===== config.mk =====
export PLATFORM = sky130hd
export DESIGN_NAME = rps_throw_capture
export DESIGN_NICKNAME = d
export VERILOG_FILES = /design/src/rtl/rps_throw_capture_pkg.sv /design/src/rtl/rps_throw_capture_debouncer.sv /design/src/rtl/rps_throw_capture.sv
export SDC_FILE = /design/constraint.sdc
export NUM_CORES = 1
export LEC_CHECK = 0
export ABC_AREA = 1
export BUFFER_PORTS_ARGS = -buffer_cell sky130_fd_sc_hd__buf_2
export CORE_MARGIN = 10
export CORE_UTILIZATION = 50
export DETAILED_ROUTE_END_ITERATION = 8
export PLACE_DENSITY_LB_ADDON = 0.15
export SLEW_MARGIN = 40
export SYNTH_ARGS = -nofsm -noshare
export SYNTH_HDL_FRONTEND = slang
export SYNTH_SLANG_ARGS = --single-unit

===== constraint.sdc =====
create_clock -name clk -period 1.4 [get_ports clk]
set_input_delay 0.07 -clock clk [delete_from_list [all_inputs] [get_ports clk]]
set_output_delay 0.07 -clock clk [all_outputs]
set_load 0.02 [all_outputs]

===== src/rtl/rps_throw_capture_pkg.sv =====
// Shared throw and FSM-state encodings for the rock-paper-scissors front end.
package rps_throw_capture_pkg;

  localparam logic [2:0] THROW_NONE     = 3'b000;
  localparam logic [2:0] THROW_ROCK     = 3'b001;
  localparam logic [2:0] THROW_PAPER    = 3'b010;
  localparam logic [2:0] THROW_SCISSORS = 3'b100;

  typedef enum logic [1:0] {
    WAIT_PRESS   = 2'd0,
    CAPTURE      = 2'd1,
    WAIT_RELEASE = 2'd2
  } state_e;

endpackage


===== src/rtl/rps_throw_capture_debouncer.sv =====
// Button debouncer: optional 2-flop sync (RPS_SYNC_EN), then a stable-count filter.
// Output flips only after DEBOUNCE_CYCLES consecutive cycles of disagreement.
module debouncer #(
  parameter int DEBOUNCE_CYCLES = 50000
) (
  input  logic clk,
  input  logic reset,
  input  logic btn_i,
  output logic db_o
);

  localparam int CNT_W = $clog2(DEBOUNCE_CYCLES);
  localparam logic [CNT_W-1:0] CNT_MAX = CNT_W'(DEBOUNCE_CYCLES - 1);

  logic btn_s;

`ifdef RPS_SYNC_EN
  logic [1:0] sync_q;

  always_ff @(posedge clk) begin
    if (reset) sync_q <= '0;
    else       sync_q <= {sync_q[0], btn_i};
  end

  assign btn_s = sync_q[1];
`else
  assign btn_s = btn_i;
`endif

  logic [CNT_W-1:0] cnt_q, cnt_d;
  logic             db_q, db_d;

  // The toggle fires at CNT_MAX, so the counter can never wrap.
  always_comb begin
    cnt_d = '0;
    db_d  = db_q;
    if (btn_s != db_q) begin
      if (cnt_q == CNT_MAX) db_d  = ~db_q;
      else                  cnt_d = cnt_q + CNT_W'(1);
    end
  end

  always_ff @(posedge clk) begin
    if (reset) begin
      cnt_q <= '0;
      db_q  <= 1'b0;
    end else begin
      cnt_q <= cnt_d;
      db_q  <= db_d;
    end
  end

  assign db_o = db_q;

endmodule


===== src/rtl/rps_throw_capture.sv =====
// Debounces playButton and captures both one-hot throws once per clean press.
// Throw synchronizers exist only with RPS_SYNC_EN defined; all outputs are registered.
module rps_throw_capture
  import rps_throw_capture_pkg::*;
#(
  parameter int DEBOUNCE_CYCLES = 50000
) (
  input  logic       clk,
  input  logic       reset,
  input  logic [2:0] p1Throw,
  input  logic [2:0] p2Throw,
  input  logic       playButton,
  output logic [2:0] p1Latched,
  output logic [2:0] p2Latched,
  output logic       roundStrobe,
  output logic       roundValid,
  output logic       invalidThrow
);

  logic       db;
  logic [2:0] p1_s, p2_s;

  debouncer #(.DEBOUNCE_CYCLES(DEBOUNCE_CYCLES)) u_debouncer (
    .clk   (clk),
    .reset (reset),
    .btn_i (playButton),
    .db_o  (db)
  );

`ifdef RPS_SYNC_EN
  logic [5:0] thr_s1_q, thr_s2_q;

  always_ff @(posedge clk) begin
    if (reset) begin
      thr_s1_q <= '0;
      thr_s2_q <= '0;
    end else begin
      thr_s1_q <= {p2Throw, p1Throw};
      thr_s2_q <= thr_s1_q;
    end
  end

  assign p1_s = thr_s2_q[2:0];
  assign p2_s = thr_s2_q[5:3];
`else
  assign p1_s = p1Throw;
  assign p2_s = p2Throw;
`endif

  logic p1_ok, p2_ok;
  assign p1_ok = (p1_s == THROW_ROCK) || (p1_s == THROW_PAPER) || (p1_s == THROW_SCISSORS);
  assign p2_ok = (p2_s == THROW_ROCK) || (p2_s == THROW_PAPER) || (p2_s == THROW_SCISSORS);

  state_e     state_q;
  logic [2:0] p1_latched_q, p2_latched_q;
  logic       strobe_q, valid_q, invalid_q;

  always_ff @(posedge clk) begin
    if (reset) begin
      state_q      <= WAIT_PRESS;
      p1_latched_q <= THROW_NONE;
      p2_latched_q <= THROW_NONE;
      strobe_q     <= 1'b0;
      valid_q      <= 1'b0;
      invalid_q    <= 1'b0;
    end else begin
      strobe_q <= 1'b0;
      case (state_q)
        WAIT_PRESS: begin
          if (db) state_q <= CAPTURE;
        end
        CAPTURE: begin
          if (p1_ok && p2_ok) begin
            p1_latched_q <= p1_s;
            p2_latched_q <= p2_s;
            valid_q      <= 1'b1;
            invalid_q    <= 1'b0;
            strobe_q     <= 1'b1;
          end else begin
            p1_latched_q <= THROW_NONE;
            p2_latched_q <= THROW_NONE;
            valid_q      <= 1'b0;
            invalid_q    <= 1'b1;
          end
          state_q <= WAIT_RELEASE;
        end
        WAIT_RELEASE: begin
          if (!db) state_q <= WAIT_PRESS;
        end
        default: state_q <= WAIT_PRESS;
      endcase
    end
  end

  assign p1Latched    = p1_latched_q;
  assign p2Latched    = p2_latched_q;
  assign roundStrobe  = strobe_q;
  assign roundValid   = valid_q;
  assign invalidThrow = invalid_q;

endmodule


== After elaboration in Yosys (flattened, before gate mapping) ==
Index checks and enable logic that the tools add are counted.

* Bits in latches: 0
* Output and inout port bits: 9
* Logic and storage cells: 41
* Memory bits (writable): 0
* Register bits: 28
* Memory bits (read-only): 0
* Input port bits: 9
* Memories kept: 0

* Bitwise gates (word level): 3
* Div/mod/pow operators: 0
* Multiplexer cells: 7
* Reductions and logical operators: 10
* Eq/ne operators: 12
* Shift-type cells: 0
* $add $sub $neg: 1
* $mul: 0
* Magnitude comparators: 0

{| class="wikitable"
|+ Operators with widths
! operator !! number
|-
| 16-bit by 1-bit adder with 16-bit output, second input constant || 1
|-
| 16-bit equality test, second input constant || 1
|-
| 3-bit by 1-bit equality test with 1-bit output, second input constant || 2
|-
| 3-bit by 2-bit equality test with 1-bit output, second input constant || 2
|-
| 3-bit equality test, second input constant || 2
|-
| 3-bit two-way mux || 2
|-
| 2-bit one-hot mux with 3 select lines || 1
|-
| 1-bit logical OR || 4
|-
| 2-bit two-way mux || 2
|-
| 2-bit AND reduction || 2
|-
| 1-bit NOT || 3
|-
| 3-bit OR reduction || 1
|-
| 2-bit by 1-bit equality test with 1-bit output, second input constant || 1
|-
| 2-bit equality test, second input constant || 1
|-
| 2-bit logical NOT || 1
|-
| 1-bit two-way mux || 2
|-
| 2-bit by 1-bit inequality test with 1-bit output, second input constant || 1
|-
| 2-bit inequality test, second input constant || 1
|-
| 2-bit OR reduction || 1
|-
| 1-bit logical AND || 1
|-
| 1-bit inequality test || 1
|}

== Longest topological paths before layout ==
* Depth after elaboration: 5
* Depth in mapped cells: 8
* Mapped depth without buffers: 7

== Cells and area by module ==
From an unflattened synthesis, not the netlist that was laid out.

* Cells, all modules: 194
* Area total of the unflattened synthesis: 1392.6 µm²

{| class="wikitable"
|+ By module, submodules not included
! module !! cells an instance !! seq. area each (µm²) !! area an instance (µm²) !! times used
|-
| debouncer || 126 || 340.3 || 870.8 || 1
|-
| rps_throw_capture || 68 || 220.2 || 521.8 || 1
|}

== Worst setup path after synthesis ==
Ideal clock, no wire load.

* Path kind: reg-to-reg
* From: reg u_debouncer.cnt_q[0]
* To: reg u_debouncer.cnt_q[11]
* Setup slack: 121 ps
* Arrival time: 1165 ps
* Clock period less this slack: 1279 ps
* Required time: 1285 ps
* Library setup time: 115 ps
* Cell stages (with the launch flop): 8
* Cells stage by stage: dfxtp_1 ha_1 nand3_1 nor2_2 nand3_2 nand2_4 buf_12 nor2_2

* Longest elaborated chain between the ends: 2
* Elaborated cells between the ends (all ways): 3
* Those cells by class: 1 x add/sub; 1 x eq/ne; 1 x reduce/logical

{| class="wikitable"
|+ Ends and longest elaborated chain
! what !! line !! text
|-
| start: declaration || rps_throw_capture_debouncer.sv:30 || <nowiki>logic [CNT_W-1:0] cnt_q, cnt_d;</nowiki>
|-
| start signal: assignment || rps_throw_capture_debouncer.sv:48 || <nowiki>cnt_q <= cnt_d;</nowiki>
|-
| parallel branches: the longest is 2 deep, another holds 16-bit by 1-bit adder with 16-bit output || -- ||
|}

Parallel ways; which one is timed is not known.
A chain may end at the register's enable or synchronous reset.

== Worst setup path in the final report ==
* From: reg u_debouncer.cnt_q[0]
* To: reg u_debouncer.cnt_q[14]

The elaborated chain is that of the path after synthesis.

==> flow_metrics.py <==
metrics = {
    "power": {
        "power.share.switching_pct": 22.8,
        "p_leak_nw": 0.659,
        "p_clk_share_pct": 30.9,
        "ir_drop_mv": 0.784,
        "pwr-share-comb_pct": 6.6,
        "internal_power_uw": 992,
        "switching_power_uw": 292,
        "seq_power_share_pct": 62.5,
        "total_power_mw": 1.28,
        "p_per_area_nw_per_um2": 792,
    },
    "synthesis": {
        "synthFlopType": "dfxtp_1",
        "synthTopCellsByArea": "dfxtp_1 40%, nand3_1 10%, nand2_1 9.7%",
        "syn_inst": 191,
        "synth_area_um2": 1390,
        "ys_types": 26,
        "ys_async_sr_fraction_pct": 0,
        "synthTopCellsByCount": "36 x nand2_1, 28 x dfxtp_1, 28 x nand3_1",
        "syn_nets": 201,
        "yosysSeqAreaShare_pct": 40.4,
        "synth-edff-count": 0,
        "synth.avg_cell_area_um2": 7.26,
        "synth_top_area_share_pct": 40.4,
        "synth-seq-cells": 28,
        "synth_most_common_cell": "nand2_1",
        "yosysTopAreaCell": "dfxtp_1",
        "yosys_warnings": 0,
    },
    "routing": {
        "routed_wl_um": 3020,
        "final_antenna_net_count": 0,
        "viasPerCell": 5.16,
        "first_pass_iters": 4,
        "num_vias": 1275,
        "drt-initial-drc-count": 52,
        "drt-wirelength-per-cell_um": 12.2,
        "drc": 0,
    },
    "placement": {
        "place_congestion": 0.786,
        "dpl.cell_count": 238,
        "place_ws_ps": -0.627,
        "io_buffers": 17,
        "hpwl_um": 2240,
    },
    "global_routing": {
        "overflow": 0,
        "grt_pass1_vias": 1236,
        "grt_max_degree": 17,
        "grt.total_usage_pct": 11.8,
        "grt_pass1_wl_um": 5190,
        "antenna_found_initial": 0,
    },
    "sta": {
        "rsz0062_at_grt": "true",
        "fmax_mhz": 757,
        "final_hold_viol_count": 0,
        "worst_slack_ps": 79.6,
        "fin_crit_ps": 1320,
        "worstMarginPinSlew_ps": 403,
        "hold_slack_ps": 19.0,
        "setup_viol": 0,
        "relSlewSlack_pct": 73.1,
        "drv_slew": 0,
        "setup_tns_ps": 0,
        "period_share_pct": 94.3,
        "skew_ps": 1.49,
    },
    "run": {
        "drv_cap": 0,
    },
    "die": {
        "die_w_um": 72.7,
        "rows": 19,
        "start_util_pct": 51.2,
        "core_um2": 2710,
        "pin_count": 18,
        "dieArea_um2": 5280,
        "die_h_um": 72.7,
    },
    "cts": {
        "htreeDepth": 1,
        "cts_setup_buffers": 0,
        "cts_tree": "built",
        "numCtsBuffers": 3,
        "cts.sinks": 28,
        "path_clk_slew_ps": 150,
        "root_buffer": "clkbuf_4",
        "clkLatencyLatePin_ps": 320,
        "clk_path_buf_depth": 2,
    },
    "hold_path": {
        "hp-class": "in2reg",
    },
    "critical_path": {
        "cp-end-kind": "register",
        "crit_path_start_kind": "register",
        "crit_arrival_ps": 1560,
        "crit_fanout": 8,
        "required_ps": 1640,
        "crit_chain": "ha_2 > nand3_1 > nor2_4 > nand3_4 > nand2_8 > a21oi_1",
        "critPathSlowestCell": "dfxtp_2",
        "cpPeakStageDelay_ps": 380,
        "crit_type": "reg2reg",
    },
    "outcome": {
        "status": "finished, final reports clean",
    },
    "final_layout": {
        "syn_to_final_growth_pct": 17.0,
        "fin_nets": 227,
        "regArea_um2": 562,
        "fin_cells": 247,
        "layout-drive-gt1-share_pct": 23.6,
        "multi_input_area_um2": 749,
        "fillers": 259,
        "diodes": 0,
    },
}
-- metal layers --
| layer | wire length [um] | track usage (%) | vias to the layer above |
|---|---|---|---|
| met5 | 0 | 0 | - |
| met4 | 26 | 5.27 | 0 |
| met3 | 141 | 3.67 | 4 |
| met2 | 1570 | 20.2 | 20 |
| met1 | 1280 | 13.1 | 594 |
| li1 | - | - | 657 |
-- cells in the final DEF (no fill, tap or decap), types with 4 or more instances in the layout --
master,netlist,routed
a21oi_1,9,9
nand3_1,28,28
xor2_1,6,6
nand2_1,36,36
buf_2,1,17
inv_1,24,24
nor2_2,13,12
nand4_1,5,5
nor2_1,19,19
dlygate4sd3_1,0,4
dfxtp_1,28,27
-- cell families after synthesis --
family | synth area share (%)
xor+xnor | 4.42
simple gates | 38.6
flops | 40.4
compound gates | 6.41
buf+inv | 9.21
fa+ha+maj | 0.902
-- critical path: cells and delay by family, from the launching register on --
kind / cells / cell delay, ps
AO/OA/AOI/OAI: 1 / 50
adder cells (fa/ha/maj): 1 / 200
flip-flops: 1 / 380
AND/OR/NAND/NOR: 4 / 590
-- per-stage QoR --
stage               util, %  cell area, um2
floorplan                 -            1390
global placement       55.1            1490
detailed placement     55.1            1490
CTS                    58.2            1580
global route           59.8            1620
finish                 59.8            1620
-- power groups by stage --
stage	sequential (mW)	clock, mW	combinational (mW)
after floorplan	0.819	0	0.0450
after global routing	0.804	0.441	0.0926
after detailed placement	0.820	0	0.0661
final	0.803	0.397	0.0845
after CTS	0.803	0.409	0.0774
after global placement	0.819	0	0.0627
-- flip-flops by register name, indices dropped and copies added, names as in the netlist --
name	count
p2Latched	3
invalidThrow	1
roundStrobe	1
u_debouncer.db_o	1
state_q	2
u_debouncer.cnt_q	16
roundValid	1
p1Latched	3
-- final cells by class --
type	count	share of cell area, %
multi-input cells	135	46.2
well taps	31	2.39
clock buffers	4	2.24
flip-flops and latches	28	34.6
repair buffers	22	8.18
inverters	27	6.33
-- worst paths after layout --
kind | end | depth (start not counted) | slack (ps) | from
max | u_debouncer.cnt_q[14] | 6 | 80 | u_debouncer.cnt_q[0]
min reg2reg | state_q[0] | 1 | 430 | state_q[1]
min | p2Latched[1] | 3 | 20 | p2Throw[1]
max reg2reg | u_debouncer.cnt_q[14] | 6 | 80 | u_debouncer.cnt_q[0]
-- timing repair --
| item | in CTS | in global routing |
|---|---|---|
| pin swaps | 0 | 2 |
| hold buffers | 4 | 0 |
| gates cloned | 0 | 1 |
| endpoints found under the hold margin | 5 | 0 |
| endpoints found under the setup margin | 5 | 17 |
| gates resized for setup | 1 | 6 |
No activity file was read; power rests on OpenSTA's default activity.
